==> src/rtl/snow64_lar_mem_write_queue.sv <==
// rtl/snow64_lar_mem_write_queue.sv - write-back queue from the LAR file, draining 256-bit lines as 4 bus beats
// Optional tail coalescing of same-address pushes: SNOW64_LAR_MEM_WRITE_QUEUE_COALESCE_EN
module snow64_lar_mem_write_queue #(
    parameter int DEPTH  = 4,
    parameter int BEAT_W = 64
) (
    input  logic                clk,
    input  logic                rst_n,
    input  logic                in_mem_write_req,
    input  logic [4*BEAT_W-1:0] in_mem_write_data,
    input  logic [58:0]         in_mem_write_base_addr,
    input  logic                in_bus_ack,
    output logic                out_bus_req,
    output logic [63:0]         out_bus_addr,
    output logic [BEAT_W-1:0]   out_bus_data,
    output logic                out_full,
    output logic                out_empty,
    output logic                out_overflow
);

    localparam int PW = $clog2(DEPTH);
    localparam int CW = PW + 1;
    localparam int LW = 4 * BEAT_W;

    typedef enum logic {ST_IDLE, ST_SEND} state_t;

    state_t        state_q, state_d;
    logic [PW-1:0] wr_ptr_q, wr_ptr_d;
    logic [PW-1:0] rd_ptr_q, rd_ptr_d;
    logic [CW-1:0] count_q, count_d;
    logic [1:0]    beat_q, beat_d;
    logic          overflow_q, overflow_d;

    logic [LW-1:0] data_mem [DEPTH];
    logic [58:0]   addr_mem [DEPTH];

    logic          push;
    logic          pop;
    logic          coalesce;
    logic [PW-1:0] wr_idx;

`ifdef SNOW64_LAR_MEM_WRITE_QUEUE_COALESCE_EN
    logic [PW-1:0] tail_ptr;
    assign tail_ptr = wr_ptr_q - PW'(1);
    // count>=2 keeps the head out of reach; only the youngest entry is rewritten
    assign coalesce = in_mem_write_req && (count_q >= CW'(2))
                   && (in_mem_write_base_addr == addr_mem[tail_ptr])
                   && (tail_ptr != rd_ptr_q);
    assign wr_idx   = coalesce ? tail_ptr : wr_ptr_q;
`else
    assign coalesce = 1'b0;
    assign wr_idx   = wr_ptr_q;
`endif

    assign push         = in_mem_write_req && !coalesce && !out_full;
    assign out_bus_req  = (state_q == ST_SEND);
    assign pop          = out_bus_req && in_bus_ack && (beat_q == 2'd3);
    assign out_full     = (count_q == CW'(DEPTH));
    assign out_empty    = (count_q == '0) && (state_q == ST_IDLE);
    assign out_overflow = overflow_q;

    assign out_bus_addr = out_bus_req ? {addr_mem[rd_ptr_q], beat_q, 3'b000} : 64'd0;
    assign out_bus_data = out_bus_req ? data_mem[rd_ptr_q][int'(beat_q)*BEAT_W +: BEAT_W]
                                      : '0;

    always_comb begin
        count_d    = count_q + CW'(push) - CW'(pop);
        wr_ptr_d   = wr_ptr_q + PW'(push);
        rd_ptr_d   = rd_ptr_q + PW'(pop);
        overflow_d = in_mem_write_req && !coalesce && out_full;
        state_d    = state_q;
        beat_d     = beat_q;
        case (state_q)
            ST_IDLE: begin
                // Entering SEND on the push edge gives req the cycle right after
                if (count_d != '0) begin
                    state_d = ST_SEND;
                    beat_d  = 2'd0;
                end
            end
            ST_SEND: begin
                if (in_bus_ack) begin
                    if (beat_q == 2'd3) begin
                        beat_d = 2'd0;
                        if (count_d == '0) state_d = ST_IDLE;
                    end else begin
                        beat_d = beat_q + 2'd1;
                    end
                end
            end
            default: state_d = ST_IDLE;
        endcase
    end

    always_ff @(posedge clk or negedge rst_n) begin
        if (!rst_n) begin
            state_q    <= ST_IDLE;
            wr_ptr_q   <= '0;
            rd_ptr_q   <= '0;
            count_q    <= '0;
            beat_q     <= 2'd0;
            overflow_q <= 1'b0;
        end else begin
            state_q    <= state_d;
            wr_ptr_q   <= wr_ptr_d;
            rd_ptr_q   <= rd_ptr_d;
            count_q    <= count_d;
            beat_q     <= beat_d;
            overflow_q <= overflow_d;
        end
    end

    // Entry storage needs no reset; contents are only read once counted valid
    always_ff @(posedge clk) begin
        if (push || coalesce) begin
            data_mem[wr_idx] <= in_mem_write_data;
            addr_mem[wr_idx] <= in_mem_write_base_addr;
        end
    end

endmodule

==> config.mk <==
export PLATFORM = sky130hd
export DESIGN_NAME = snow64_lar_mem_write_queue
export DESIGN_NICKNAME = d
export VERILOG_FILES = /design/src/rtl/snow64_lar_mem_write_queue.sv
export SDC_FILE = /design/constraint.sdc
export NUM_CORES = 1
export LEC_CHECK = 0
export CAP_MARGIN = 20
export CELL_PAD_IN_SITES_DETAIL_PLACEMENT = 0
export CELL_PAD_IN_SITES_GLOBAL_PLACEMENT = 1
export CORE_MARGIN = 2
export CORE_UTILIZATION = 45
export CTS_CLUSTER_DIAMETER = 200
export CTS_CLUSTER_SIZE = 14
export DETAILED_ROUTE_END_ITERATION = 7
export PLACE_DENSITY = 0.84
export SLEW_MARGIN = 20
export SYNTH_ARGS = -nofsm -noshare
export SYNTH_HDL_FRONTEND = slang
export SYNTH_SLANG_ARGS = --single-unit
==> constraint.sdc <==
create_clock -name clk -period 48.3 [get_ports clk]
set_input_delay 9.66 -clock clk [delete_from_list [all_inputs] [get_ports clk]]
set_output_delay 9.66 -clock clk [all_outputs]
set_load 0.05 [all_outputs]
After elaboration in Yosys (flattened, before gate mapping)
Memories as Yosys holds them, arrays and structs flattened.
Index checks and enable logic that the tools add are counted.
{"block": "op_classes", "n_addsub": 5, "eq_ne": 4, "n_shift": 1, "mux": 13, "bitwise": 1, "reduce_logical": 10}
{"op": "variable part select 256 x 9 -> 64 bit", "n": 1}
{"op": "two-way mux 64 bit", "n": 2}
{"op": "zero test 3 bit", "n": 2}
{"op": "two-way mux 1 bit", "n": 6}
{"op": "two-way mux 2 bit", "n": 3}
{"op": "logical AND 1 bit", "n": 5}
{"op": "adder 2 x 1 -> 2 bit", "n": 2}
{"op": "case mux 2 bit (2 select lines)", "n": 1}
{"op": "adder 3 x 1 -> 3 bit", "n": 1}
{"op": "== test 3 bit (second input constant)", "n": 1}
{"op": "nonzero test 3 bit", "n": 1}
{"op": "subtractor 3 x 1 -> 3 bit", "n": 1}
{"op": "adder 2 x 1 -> 2 bit (second input constant)", "n": 1}
{"op": "== test 2 bit (second input constant)", "n": 1}
{"op": "!= test 2 x 1 -> 1 bit (second input constant)", "n": 1}
{"op": "!= test 2 bit (second input constant)", "n": 1}
{"op": "case mux 1 bit (2 select lines)", "n": 1}
{"op": "AND reduction 2 bit", "n": 1}
{"op": "zero test 1 bit", "n": 1}
{"op": "inverter 1 bit", "n": 1}
{"block": "word_totals", "reg_bits": 11, "mem_bits_rw": 1260, "inputBits": 319, "out_inout_bits": 132, "word_cells": 42, "n_memories": 2}
{"memory": "data_mem", "depth": 4, "word_bits": 256, "rd": 1, "rd_clocked_by_memory_dff": 0, "wr": 1, "line": "34", "source": "logic [LW-1:0] data_mem [DEPTH];"}
{"memory": "addr_mem", "depth": 4, "word_bits": 59, "rd": 1, "rd_clocked_by_memory_dff": 0, "wr": 1, "line": "35", "source": "logic [58:0] addr_mem [DEPTH];"}

Logic depth before layout (Yosys ltp)
{"block": "logic_depth", "depth_word": 10, "ltp_mapped": 11, "depth_no_buf": 10}

Least setup slack after synthesis
OpenSTA, ideal clock, no wires.
{"block": "synth_timing", "path_type": "input to register", "start": "input in_mem_write_req", "end": "memory addr_mem[0][0] (enable)", "setup_time_ns": 1.440, "arrival_time_ns": 32.712, "required_time_ns": 46.860, "slack_ns": 14.147, "stages": 3, "path_buffers": 1, "path_cell_list": "nor2b_1 -> clkbuf_1 -> nor3b_1"}
{"block": "synth_between", "elab_chain_len": 3}
{"element": "from (decl)", "line": "9", "source": "input logic in_mem_write_req,"}
{"element": "logical AND 1 bit", "line": "55", "source": "assign push = in_mem_write_req && !coalesce && !out_full;"}
{"element": "two-way mux 1 bit", "line": "115", "source": "if (push || coalesce) begin"}
{"element": "two-way mux 1 bit (implied by the code)", "line": "117", "source": "addr_mem[wr_idx] <= in_mem_write_base_addr;"}
{"element": "to (decl)", "line": "35"}
Every way passes these cells.

Final worst setup path
{"block": "layout_timing", "start": "register rd_ptr_q[0]", "end": "output out_bus_data[18]"}
{"block": "layout_between", "elab_chain_len": 3}
{"element": "from (decl)", "line": "29", "source": "logic [PW-1:0] rd_ptr_q, rd_ptr_d;"}
{"element": "from (signal assigned)", "line": "106", "source": "rd_ptr_q <= rd_ptr_d;"}
{"element": "memory (4 x 256 bit)"}
{"element": "variable part select 256 x 9 -> 64 bit", "line": "63", "source": "assign out_bus_data = out_bus_req ? data_mem[rd_ptr_q][int'(beat_q)*BEAT_W +: BEAT_W]"}
{"element": "two-way mux 64 bit", "line": "63"}
{"element": "to (decl)", "line": "15", "source": "output logic [BEAT_W-1:0] out_bus_data,"}
Every way passes these cells.

==> reports/results.ini <==
[yosys]
synth_edf_count = 1260
synth_cells = 2519
synth-seq-cells = 1271
synth.distinct_cells = 36
async_reset_ff_share_pct = 0.865
dominantRegCellSynth = sky130_fd_sc_hd__edfxtp_1
synthesis.area_per_instance_um2 = 19.4
sequential_fraction_of_the_synthesis_area_pct = 78.1
yosys_warnings = 0
cell_area_after_synthesis_um2 = 48800

[clock_tree]
cts.repair.resized = 0
clock-root-buffer = sky130_fd_sc_hd__clkbuf_16
clock_path_buffers = 3
clkTransAtPathRegs_ps = 70
holdBufCountCts = 0
cts_tree = yes
clk_latency_ps = 680
cts.sink_count = 1271
cts_setup_buffers = 0
clock_tree.htree_level_count = 3
number_of_buffers_created_by_cts = 100

[finish]
area_delta_synth_final_pct = 17.5
fillerInstances = 8140
final_net_count = 3286
drive_above_1_share_pct = 7.99
final_design_area_no_fill_um2 = 57300

[floorplanning]
die_h_um = 333
fp.dieArea_um2 = 111000
floorplan.io_pins = 451
initial_utilization_pct = 45.5
core_um2 = 107000
chipWidth_um = 333
num_rows = 120

[sta]
hold_viol_final = 0
max_freq_mhz = 60.8
final.setup_skew_ps = 19.8
finalCritPeriodShare_pct = 34.1
final-setup-viol-count = 0
total_neg_setup_slack_ps = 0
setup_repair_after_global_routing_missed_its_margin = false
slew-limit-headroom_pct = 17.2
worst-slew-pin-transition_ps = 1240
fin_ws_ps = 31840
max_slew_violation_total_from_the_final_report = 0
final_period_minus_worst_setup_slack_ps = 16460

[setup_path]
critical_path.startpoint_type = register
worstPathMaxFanout = 56
timing.critical_path.arrival_ps = 6800
critPathRequiredTime_ps = 38640
worstSetupPathType = register to output pin
worstSetupEndpointType = output pin

[pwr]
static-leakage-power_uw = 0.0193
cell_internal_pwr_uw = 2350
switching_share_pct = 37.5
switchingPower_uw = 1410
vdd_drop_max_mv = 0.0596
power_per_cell_area_nw_per_um2 = 65.6
part_of_the_power_in_combinational_logic_pct = 40.6
power_frac_seq_pct = 40.1
total_power_uw = 3760
p_clk_share_pct = 19.3

[detailed_routing]
drc = 0
detail_route.iter0.violations = 1592
wl_mm = 107
post_detailed_route_count_of_antenna_violating_nets = 0
firstDrtPassIters = 7
vias_per_cell = 5.58
route.detailed.wl_per_inst_um = 24.3
route.vias.total = 24500

[placement]
place_hpwl_mm = 61.6
pre_cts_ws_ps = 32410
io_buffer_count = 447
postPlaceCellArea_um2 = 54700
place.gp.congestion = 0.751

[global_routing]
antenna_violations_before_repair = 32
largest_net_degree_at_the_start_of_global_routing = 149
grt_pass1_wl_mm = 158
global_route.usage.total_pct = 18.9
grt.overflow.total = 0
number_of_global_route_vias_before_repair = 25200

[flow_run]
drv.max_cap_violation_count = 0

[run_status]
run_status = complete, no violations

[hold_path]
min-delay-path-class = register to register

-- cell usage after synthesis (all sizes together), types with 3 or more instances --
cell type / instances / area, um^2
a221oi: 13 / 114
a22oi: 230 / 1730
and2: 62 / 388
buf: 93 / 583
clkbuf: 57 / 225
dfrtp: 11 / 275
edfxtp: 1260 / 37800
ha: 3 / 37.5
inv: 4 / 15.0
mux2i: 486 / 4860
mux4: 72 / 1620
nand2: 68 / 255
nand2b: 3 / 18.8
nand3: 59 / 295
nor2: 3 / 11.3
nor2b: 3 / 18.8
nor3b: 3 / 22.5
o21ai: 73 / 365
xnor2: 5 / 43.8
-- registers in the layout (all words and copies together) (netlist names) --
| name | flops |
|---|---|
| data_mem | 1024 |
| addr_mem | 236 |
| count_q | 3 |
| beat_q | 2 |
| rd_ptr_q | 2 |
| wr_idx | 2 |
| out_bus_req | 1 |
| out_overflow | 1 |
-- per-layer routing --
metal / GRT usage [%] / wire length, um / up-vias
met5: 0 / 291 / -
met4: 5.05 / 2340 / 44
met3: 5.79 / 9060 / 175
met2: 30.7 / 51200 / 733
met1: 24.8 / 43600 / 12500
li1: - / - / 11000
-- area by class of cell --
cell class | count | area, um^2 | area share [%]
Antenna cell | 9 | 22.5 | 0.0393
Clock buffer | 113 | 2590 | 4.52
Clock inverter | 6 | 56.3 | 0.0982
Inverter | 4 | 16.3 | 0.0284
Multi-Input combinational cell | 1096 | 9930 | 17.3
Sequential cell | 1271 | 38100 | 66.5
Tap cell | 1403 | 1760 | 3.06
Timing Repair Buffer | 490 | 4830 | 8.43
-- cells by family after synthesis --
kind of cell / count (synthesis) / synth area share [%]
mux: 559 / 13.3
xor+xnor: 6 / 0.108
fa+ha+maj: 4 / 0.118
flops: 1271 / 78.1
simple gates: 207 / 2.15
buf+inv: 154 / 1.69
compound gates: 317 / 4.53
other cells: 1 / 0.00768
-- placed cells by master, fill, tap and decap left out, drive strengths merged, types with 5 or more instances in the layout --
cell type	n
clkbuf	113
dfrtp	11
diode	9
buf	43
clkdlybuf4s50	447
a22oi	230
mux2i	486
nand3	59
nand2	68
a221oi	13
edfxtp	1260
xnor2	5
mux4	72
o21ai	73
and2	62
inv	7
-- power by group through the flow --
stage	Combinational, uW	Sequential (uW)	Clock (uW)
6_report	1520	1510	726
5_1_grt	1620	1530	780
4_1_cts	1540	1510	745
3_5_place_dp	1540	1530	0
3_3_place_gp	1530	1520	0
2_1_floorplan	1050	1630	0
-- final timing paths --
path                             start                to  slack [ps]  depth (start not counted)
setup / recovery           rd_ptr_q[0]  out_bus_data[18]       31840                          8
hold / removal               wr_idx[1]         wr_idx[1]         550                          1
setup reg to reg            count_q[2]   data_mem[0][37]       43520                          7
hold reg to reg              wr_idx[1]         wr_idx[1]         550                          1
max in group asynchronous        rst_n       rd_ptr_q[0]       38560                          1
min in group asynchronous        rst_n         wr_idx[0]        9330                          1
-- worst max-delay path: stages (launching register included) --
cell and delay (ps):
sky130_fd_sc_hd__dfrtp_4 850, sky130_fd_sc_hd__buf_4 720, sky130_fd_sc_hd__buf_4 880, sky130_fd_sc_hd__buf_4 850, sky130_fd_sc_hd__buf_4 850, sky130_fd_sc_hd__mux4_2 590, sky130_fd_sc_hd__o21ai_0 290, sky130_fd_sc_hd__o21ai_0 150
sky130_fd_sc_hd__clkdlybuf4s50_1 770
-- metrics by stage --
step	cells	util (%)	hold slack, ps
3_3_place_gp	4264	50.9	524
5_1_grt	4386	53.4	583
2_1_floorplan	2521	-	487
3_5_place_dp	4264	50.9	543
4_1_cts	4383	53.4	557
6_report	4392	53.4	555
Power figures use the tool's default switching activity.
